==> config.mk <==
export PLATFORM = sky130hd
export DESIGN_NAME = fifo_ctrl_flat
export DESIGN_NICKNAME = d
export VERILOG_FILES = /design/src/rtl/fifo_if.sv /design/src/rtl/fifo_ctrl.sv /design/src/flat_wrapper.sv
export SDC_FILE = /design/constraint.sdc
export NUM_CORES = 1
export LEC_CHECK = 0
export ABC_CLOCK_PERIOD_IN_PS = 4370
export CAP_MARGIN = 20
export CELL_PAD_IN_SITES_DETAIL_PLACEMENT = 0
export CELL_PAD_IN_SITES_GLOBAL_PLACEMENT = 1
export CORE_MARGIN = 10
export CORE_UTILIZATION = 35
export DETAILED_ROUTE_END_ITERATION = 7
export HOLD_SLACK_MARGIN = 0.12
export PLACE_DENSITY_LB_ADDON = 0.1
export SLEW_MARGIN = 20
export SYNTH_ARGS = -nofsm -noshare
export SYNTH_HDL_FRONTEND = slang
export SYNTH_SLANG_ARGS = --single-unit
==> constraint.sdc <==
create_clock -name clk -period 4.37 [get_ports clk]
set_input_delay 1.311 -clock clk [delete_from_list [all_inputs] [get_ports clk]]
set_output_delay 1.311 -clock clk [all_outputs]
set_load 0.01 [all_outputs]
==> src/rtl/fifo_if.sv <==
// Producer/consumer handshake bundle for fifo_ctrl.
// The FIFO side takes the slave modport, the producer/consumer side takes master.
interface fifo_if #(
    parameter int Data_width = 8,
    parameter int Addr_width = 10
);
    logic                  wr_en;
    logic [Data_width-1:0] wr_data;
    logic                  full;
    logic                  rd_en;
    logic [Data_width-1:0] rd_data;
    logic                  rd_valid;
    logic                  empty;
    logic [Addr_width:0]   count;
    logic                  ovf;
    logic                  udf;

    modport master (
        output wr_en, wr_data, rd_en,
        input  full, rd_data, rd_valid, empty, count, ovf, udf
    );

    modport slave (
        input  wr_en, wr_data, rd_en,
        output full, rd_data, rd_valid, empty, count, ovf, udf
    );
endinterface

==> src/rtl/fifo_ctrl.sv <==
// Single-clock FIFO controller around an external registered-read dual-port RAM.
// Define FIFO_FWFT_EN to build first-word fall-through mode with a 2-entry prefetch buffer.
module fifo_ctrl #(
    parameter int Data_width = 8,
    parameter int Addr_width = 10
) (
    input  logic                  clk,
    input  logic                  rst_n,
    fifo_if.slave                 bus,
    output logic                  ram_we,
    output logic [Addr_width-1:0] ram_w_addr,
    output logic [Addr_width-1:0] ram_r_addr,
    output logic [Data_width-1:0] ram_d,
    input  logic [Data_width-1:0] ram_q
);

    localparam int DEPTH = 1 << Addr_width;
    localparam logic [Addr_width:0] DEPTH_CNT = (Addr_width+1)'(DEPTH);

    logic                  wr_acc;
    logic                  rd_acc;
    logic                  pop;
    logic                  udf_next;
    logic [Addr_width-1:0] wr_ptr_reg;
    logic [Addr_width-1:0] rd_ptr_reg;
    logic [Addr_width:0]   count_reg;
    logic [Addr_width:0]   count_next;
    logic                  full_reg;
    logic                  empty_reg;
    logic                  ovf_reg;
    logic                  udf_reg;

    assign wr_acc     = bus.wr_en & ~full_reg;
    assign ram_we     = wr_acc;
    assign ram_w_addr = wr_ptr_reg;
    assign ram_d      = bus.wr_data;
    assign ram_r_addr = rd_ptr_reg;

    assign bus.full  = full_reg;
    assign bus.empty = empty_reg;
    assign bus.count = count_reg;
    assign bus.ovf   = ovf_reg;
    assign bus.udf   = udf_reg;

    // count tracks every word held, including any sitting in the output buffer
    always_comb begin
        count_next = count_reg;
        case ({wr_acc, pop})
            2'b10:   count_next = count_reg + 1'b1;
            2'b01:   count_next = count_reg - 1'b1;
            default: count_next = count_reg;
        endcase
    end

    always_ff @(posedge clk or negedge rst_n) begin
        if (!rst_n) begin
            wr_ptr_reg <= '0;
            rd_ptr_reg <= '0;
            count_reg  <= '0;
            full_reg   <= 1'b0;
            empty_reg  <= 1'b1;
            ovf_reg    <= 1'b0;
            udf_reg    <= 1'b0;
        end else begin
            if (wr_acc) wr_ptr_reg <= wr_ptr_reg + 1'b1;
            if (rd_acc) rd_ptr_reg <= rd_ptr_reg + 1'b1;
            count_reg <= count_next;
            full_reg  <= (count_next == DEPTH_CNT);
            empty_reg <= (count_next == '0);
            ovf_reg   <= bus.wr_en & full_reg;
            udf_reg   <= udf_next;
        end
    end

`ifdef FIFO_FWFT_EN
    logic [1:0]            buf_cnt_reg;
    logic                  inflight_reg;
    logic [Data_width-1:0] buf_reg [2];
    logic [Addr_width:0]   ram_cnt_reg;
    logic [2:0]            occ;

    assign pop      = bus.rd_en & (buf_cnt_reg != 2'd0);
    assign occ      = {1'b0, buf_cnt_reg} + {2'b00, inflight_reg} - {2'b00, pop};
    // prefetch only while the buffer can still absorb the word returning next cycle
    assign rd_acc   = (ram_cnt_reg != '0) && (occ < 3'd2);
    assign udf_next = bus.rd_en & (buf_cnt_reg == 2'd0);

    assign bus.rd_valid = (buf_cnt_reg != 2'd0);
    assign bus.rd_data  = (buf_cnt_reg != 2'd0) ? buf_reg[0] : '0;

    always_ff @(posedge clk or negedge rst_n) begin
        if (!rst_n) begin
            buf_cnt_reg  <= 2'd0;
            inflight_reg <= 1'b0;
            ram_cnt_reg  <= '0;
            for (int i = 0; i < 2; i++) buf_reg[i] <= '0;
        end else begin
            inflight_reg <= rd_acc;
            case ({wr_acc, rd_acc})
                2'b10:   ram_cnt_reg <= ram_cnt_reg + 1'b1;
                2'b01:   ram_cnt_reg <= ram_cnt_reg - 1'b1;
                default: ram_cnt_reg <= ram_cnt_reg;
            endcase
            case ({inflight_reg, pop})
                2'b01: begin
                    buf_reg[0]  <= buf_reg[1];
                    buf_cnt_reg <= buf_cnt_reg - 2'd1;
                end
                2'b10: begin
                    buf_reg[buf_cnt_reg[0]] <= ram_q;
                    buf_cnt_reg             <= buf_cnt_reg + 2'd1;
                end
                2'b11: begin
                    if (buf_cnt_reg == 2'd1) begin
                        buf_reg[0] <= ram_q;
                    end else begin
                        buf_reg[0] <= buf_reg[1];
                        buf_reg[1] <= ram_q;
                    end
                end
                default: buf_cnt_reg <= buf_cnt_reg;
            endcase
        end
    end
`else
    logic rd_valid_reg;

    assign pop      = bus.rd_en & ~empty_reg;
    assign rd_acc   = pop;
    assign udf_next = bus.rd_en & empty_reg;

    // RAM read data is only meaningful the cycle after an accepted read
    assign bus.rd_valid = rd_valid_reg;
    assign bus.rd_data  = rd_valid_reg ? ram_q : '0;

    always_ff @(posedge clk or negedge rst_n) begin
        if (!rst_n) rd_valid_reg <= 1'b0;
        else        rd_valid_reg <= rd_acc;
    end
`endif

endmodule

==> src/flat_wrapper.sv <==
// flat-port wrapper written by rule: the top's interface ports become plain ports
module fifo_ctrl_flat 
#(
    parameter int Data_width = 8,
    parameter int Addr_width = 10
)
  (clk, rst_n, ram_we, ram_w_addr, ram_r_addr, ram_d, ram_q, bus_wr_en, bus_wr_data, bus_rd_en, bus_full, bus_rd_data, bus_rd_valid, bus_empty, bus_count, bus_ovf, bus_udf);
  fifo_if #(.Data_width(Data_width), .Addr_width(Addr_width)) bus_i ();
  input  logic clk;
  input  logic rst_n;
  output logic ram_we;
  output logic [Addr_width-1:0] ram_w_addr;
  output logic [Addr_width-1:0] ram_r_addr;
  output logic [Data_width-1:0] ram_d;
  input  logic [Data_width-1:0] ram_q;
  input wire logic [$bits(bus_i.wr_en)-1:0] bus_wr_en;
  input wire logic [$bits(bus_i.wr_data)-1:0] bus_wr_data;
  input wire logic [$bits(bus_i.rd_en)-1:0] bus_rd_en;
  output wire logic [$bits(bus_i.full)-1:0] bus_full;
  output wire logic [$bits(bus_i.rd_data)-1:0] bus_rd_data;
  output wire logic [$bits(bus_i.rd_valid)-1:0] bus_rd_valid;
  output wire logic [$bits(bus_i.empty)-1:0] bus_empty;
  output wire logic [$bits(bus_i.count)-1:0] bus_count;
  output wire logic [$bits(bus_i.ovf)-1:0] bus_ovf;
  output wire logic [$bits(bus_i.udf)-1:0] bus_udf;
  assign bus_i.wr_en = bus_wr_en;
  assign bus_i.wr_data = bus_wr_data;
  assign bus_i.rd_en = bus_rd_en;
  assign bus_full = bus_i.full;
  assign bus_rd_data = bus_i.rd_data;
  assign bus_rd_valid = bus_i.rd_valid;
  assign bus_empty = bus_i.empty;
  assign bus_count = bus_i.count;
  assign bus_ovf = bus_i.ovf;
  assign bus_udf = bus_i.udf;
  fifo_ctrl #(.Data_width(Data_width), .Addr_width(Addr_width)) u_core (.clk(clk), .rst_n(rst_n), .bus(bus_i), .ram_we(ram_we), .ram_w_addr(ram_w_addr), .ram_r_addr(ram_r_addr), .ram_d(ram_d), .ram_q(ram_q));
endmodule
== Word-level counts from Yosys, hierarchy flattened ==
Cells that the tools add are included.
Storage, ports and cells
  register bits: 36
  input bits: 20
  output and inout port bits: 53
  word-level logic and storage cells: 24
Cells by class
  add/sub/neg operators: 4
  equality and inequality tests: 3
  multiplexer cells: 2
  bitwise logic cells: 6
  reductions and logical operators: 1
Operators with widths (count)
  one-hot mux 11 bit (2 select lines): 1
  adder 10 x 1 -> 10 bit, second input constant: 2
  adder 11 x 1 -> 11 bit, second input constant: 1
  equality test 11 bit, second input constant: 1
  zero test 11 bit: 1
  subtractor 11 x 1 -> 11 bit, second input constant: 1
  2-to-1 mux 8 bit: 1
  bitwise AND 1 bit: 4
  equality test 2 x 1 -> 1 bit, second input constant: 1
  equality test 2 bit, second input constant: 1
  inverter 1 bit: 2

== Logic depth before layout (Yosys ltp) ==
  depth in word-level cells: 5
  gate-level depth with buffers: 15
  mapped depth without buffers: 12

== Worst setup path before layout ==
No wires, ideal clock.
  kind: input port to flip-flop
  start: in bus_wr_en
  end: reg u_core.empty_reg, in the netlist u_core.bus.empty
  setup time: 0.096 ns
  arrival: 4.159 ns
  data required time: 4.274 ns
  slack: 0.114 ns
  cell stages on the path: 15
  path buffers: 3
  path through: nor2b_1 -> clkbuf_1 -> inv_1 -> ha_1 -> buf_2 -> buf_2 -> xor2_1 -> ha_1 -> nor2b_1 -> o32a_1 -> a21oi_1 -> xor2_1 -> nor4_1 -> o311ai_0 -> nor4bb_1
Between the ends
  longest elaborated chain between the ends: 4
  elaborated cells between the ends (all ways): 5
  those cells by class: eq/ne: 2; mux: 1; bitwise: 1; reduce/logical: 1
Ends and longest elaborated chain
  from (decl): line flat_wrapper.sv:16  | input wire logic [$bits(bus_i.wr_en)-1:0] bus_wr_en;
  bitwise AND 1 bit (*): line fifo_ctrl.sv:33  | assign wr_acc = bus.wr_en & ~full_reg;
  via ram_we: line flat_wrapper.sv:11  | output logic ram_we;
  equality test 2 x 1 -> 1 bit / equality test 2 bit (equally long branches): line fifo_ctrl.sv:48  | case ({wr_acc, pop})
  one-hot mux 11 bit (2 select lines) (*): line fifo_ctrl.sv:48
  via u_core.count_next[4]: line fifo_ctrl.sv:27  | logic [Addr_width:0] count_next;
  zero test 11 bit (*): line fifo_ctrl.sv:69  | empty_reg <= (count_next == '0);
  to (signal assigned): line fifo_ctrl.sv:69
  to (decl): line fifo_ctrl.sv:29  | logic empty_reg;
Mark *: on every way through the listed nets, which the timed path passes. The rest lies on a longest branch.
A chain may end at the register's enable or synchronous reset.

== Worst setup path after layout ==
  start: in bus_wr_en
  end: reg u_core.full_reg, in the netlist u_core.bus.full
Between the ends
  longest elaborated chain between the ends: 4
  elaborated cells between the ends (all ways): 5
  those cells by class: eq/ne: 3; mux: 1; bitwise: 1
Ends and longest elaborated chain
  bitwise AND 1 bit (*): line fifo_ctrl.sv:33
  equality test 2 x 1 -> 1 bit / equality test 2 bit (equally long branches): line fifo_ctrl.sv:48
  one-hot mux 11 bit (2 select lines) (*): line fifo_ctrl.sv:48
  via u_core.count_next[4]: line fifo_ctrl.sv:27
  equality test 11 bit (*): line fifo_ctrl.sv:68  | full_reg <= (count_next == DEPTH_CNT);
  to (signal assigned): line fifo_ctrl.sv:68
  to (decl): line fifo_ctrl.sv:28  | logic full_reg;
Marked as above.

==> flow_metrics.py <==
metrics = {
    "worst_setup_path": {
        "crit_fanout": 5,
        "critPathRequiredTime_ns": 4.55,
        "worst_ep_arrival_time_ns": 4.22,
        "end_kind": "register",
        "startpoint_type": "primary input",
        "crit_type": "primary input to register",
    },
    "clock_network": {
        "cts.path.max_buffers": 2,
        "clkSlewWorstSetupHoldPaths_ns": 0.07,
        "clock-sinks": 36,
        "htreeDepth": 2,
        "ctsHoldBuffers": 0,
        "cts_tree": "done",
        "cts_buffers": 5,
        "ctsResizeCount": 0,
        "insertion_delay_ns": 0.29,
        "clock-root-buffer": "clkbuf_8",
        "cts_setup_buffers": 0,
    },
    "sta": {
        "fin_skew_ns": 0.00853,
        "period_share_pct": 92.5,
        "layout_setup_ws_ns": 0.329,
        "hold_violations": 0,
        "maxSlewHeadroom_pct": 46.5,
        "setup_viol_count_final": 0,
        "max_freq_mhz": 247,
        "drv_slew": 0,
        "grt_setup_unrepaired": "false",
        "worstMarginPinSlew_ns": 0.803,
        "min_period_ns": 4.04,
    },
    "logic_synthesis": {
        "yosysMostFrequentCell": "dfrtp_1",
        "synthesis.nets": 270,
        "synth_ff_type": "dfrtp_1",
        "yosys-top-cells-count": "dfrtp_1, xnor2_1, and2_1, nor2_1, a21oi_1",
        "synth_area_um2": 2350,
        "synth_edf_count": 0,
        "ys_ff_latch": 36,
        "synth_area_leaders": "dfrtp_1, xnor2_1, and2_1, xor2_1, buf_4",
        "avgSynthCellArea_um2": 9.61,
        "ys_async_sr_fraction_pct": 100,
        "synth_seq_area_share_pct": 38.3,
        "synthCells": 245,
        "synth_largest_area_cell": "dfrtp_1",
        "synth_top_area_share_pct": 37.2,
        "synth_warnings": 0,
        "ys_types": 55,
    },
    "routing": {
        "postRouteAntennaNets": 0,
        "drt_iter0_markers": 94,
        "totalWireLength_mm": 5.95,
        "drt_pass1_iterations": 4,
        "drc": 0,
        "vias_per_cell": 5.33,
        "wl_per_cell_um": 15.9,
        "vias": 1987,
    },
    "placement": {
        "hpwl_mm": 4.48,
        "place.gp.congestion": 0.815,
        "portBuffers": 56,
        "pre_cts_ws_ns": -0.0215,
        "placed_cell_area_um2": 2940,
    },
    "pwr": {
        "switching_power_mw": 0.737,
        "clkPwrFrac_pct": 17.2,
        "powerDensity_nw_per_um2": 604,
        "pwr-share-seq_pct": 37.4,
        "power_leakage_nw": 1.23,
        "internal-power_mw": 1.12,
        "p_comb_share_pct": 45.3,
        "peakVddDrop_mv": 0.205,
        "switching_share_pct": 39.7,
    },
    "final_layout": {
        "nets": 320,
        "largest_reg_flops": 11,
        "syn2layout_area_growth_pct": 30.7,
        "fin_area_um2": 3080,
        "n_fill_cell": 637,
        "antenna_cells": 0,
        "drive_gt1_share_pct": 10.5,
    },
    "outcome": {
        "outcome": "finished, final reports clean",
    },
    "die": {
        "core_area_um2": 6460,
        "start_util_pct": 36.4,
        "die_area_um2": 10400,
        "io_pins": 73,
        "die-width_um": 102,
        "die_y_um": 102,
        "row_count": 29,
    },
    "global_route": {
        "grt_overflow_total": 0,
        "grt_pass1_wl_mm": 9.80,
        "grt_usage_pct": 11.7,
        "grt_start_max_net_pins": 37,
        "antenna_found_initial": 0,
        "grt_pass1_vias": 1899,
    },
    "run": {
        "max_cap_violations": 0,
    },
    "hold_path": {
        "min_path_type": "register to register",
    },
}
==> per-layer routing <==
metal  vias to the layer above  part of all wire, %  global-route usage (%)
met5                         -                    0                       0
met4                         0                  1.1                    3.36
met3                         9                  7.7                    3.98
met2                        61                   44                    18.2
met1                       942                   47                    15.0
li1                        975                    -                       -
==> cell families after synthesis <==
logic type               count (synthesis)  synth area share [%]
AO/OA/AOI/OAI                           55                  17.7
XOR/XNOR                                32                  11.9
adder cells (fa/ha/maj)                  5                  2.66
buffers and inverters                   31                  7.07
flip-flops                              36                  38.3
multiplexers                             4                  1.86
AND/OR/NAND/NOR                         82                  20.5
==> cell usage in the layout, fill, tap and decap left out, types with 2 or more instances in the layout <==
cell type        synthesis  layout
nor2_1                  13      13
a21oi_1                 11      11
inv_1                    7       7
xor2_1                   9       9
o21ai_0                  9       9
nand2b_1                 2       2
a22oi_1                  3       3
o211ai_2                 2       2
nor2b_1                  8       8
ha_1                     5       5
nor4_1                   3       2
nor4bb_1                 2       2
o221ai_1                 4       4
mux2_2                   3       3
o22a_1                   2       2
nand4_1                 10      10
xnor2_1                 23      23
o211a_1                  2       2
and3_1                   2       2
buf_4                    9      10
a21o_1                   2       2
o211ai_1                 4       4
nand3_1                  7       7
a311oi_1                 2       2
clkdlybuf4s50_1          0      55
and2_1                  13      13
dfrtp_1                 35      35
nor3_1                   3       3
nor3b_1                  4       4
nand2_1                  8       8
a32o_1                   2       2
clkbuf_8                 0       7
==> path summary, 6_finish.rpt <==
check | startpoint | slack (ns) | end | cells after the start
setup reg to reg | u_core.bus.full | 1.42 | u_core.bus.full | 12
max in group asynchronous | rst_n | 2.75 | u_core.ram_r_addr[6] | 1
hold reg to reg | u_core.ram_w_addr[9] | 0.48 | u_core.ram_w_addr[9] | 1
hold / removal | u_core.ram_w_addr[9] | 0.48 | u_core.ram_w_addr[9] | 1
min in group asynchronous | rst_n | 1.11 | u_core.ram_w_addr[5] | 1
setup / recovery | bus_wr_en | 0.33 | u_core.bus.full | 13
==> through the flow <==
step / hold WS [ns] / setup TNS (ns) / instances / power (mW) / utilization [%]
6_report: 0.478 / 0 / 373 / 1.86 / 47.6
4_1_cts: 0.482 / 0 / 373 / 1.88 / 47.5
3_5_place_dp: 0.467 / -0.0215 / 365 / 1.55 / 45.6
5_1_grt: 0.492 / 0 / 373 / 2.00 / 47.6
3_3_place_gp: 0.461 / 0 / 365 / 1.55 / 45.6
2_1_floorplan: 0.507 / 0 / 245 / 1.16 / -
==> power by group through the flow <==
stage | Sequential (mW) | Combinational (mW) | Clock, mW
floorplan | 0.641 | 0.523 | 0
global placement | 0.706 | 0.843 | 0
detailed placement | 0.705 | 0.843 | 0
CTS | 0.700 | 0.847 | 0.331
global route | 0.734 | 0.926 | 0.343
finish | 0.695 | 0.841 | 0.320
==> critical path, cell delays in order <==
cell	delay, ns
clkdlybuf4s50_1	0.47
nor2b_1	0.18
inv_1	0.07
ha_1	0.23
xor2_1	0.17
ha_1	0.25
nor2b_1	0.14
o32a_1	0.29
a21oi_1	0.17
xor2_1	0.12
nor4_2	0.28
o311ai_1	0.16
nor4b_1	0.36
==> final cells by class <==
type                       count  area (um^2)  share of cell area, %
tap                           77         96.3                   3.13
clock buffer                   7         96.3                   3.13
multi-input combinational    178         1290                   42.0
timing repair buffer          66          631                   20.5
sequential                    36          902                   29.3
clock inverter                 1         30.0                  0.976
inverter                       8         30.0                  0.976
Power figures use the tool's default switching activity.
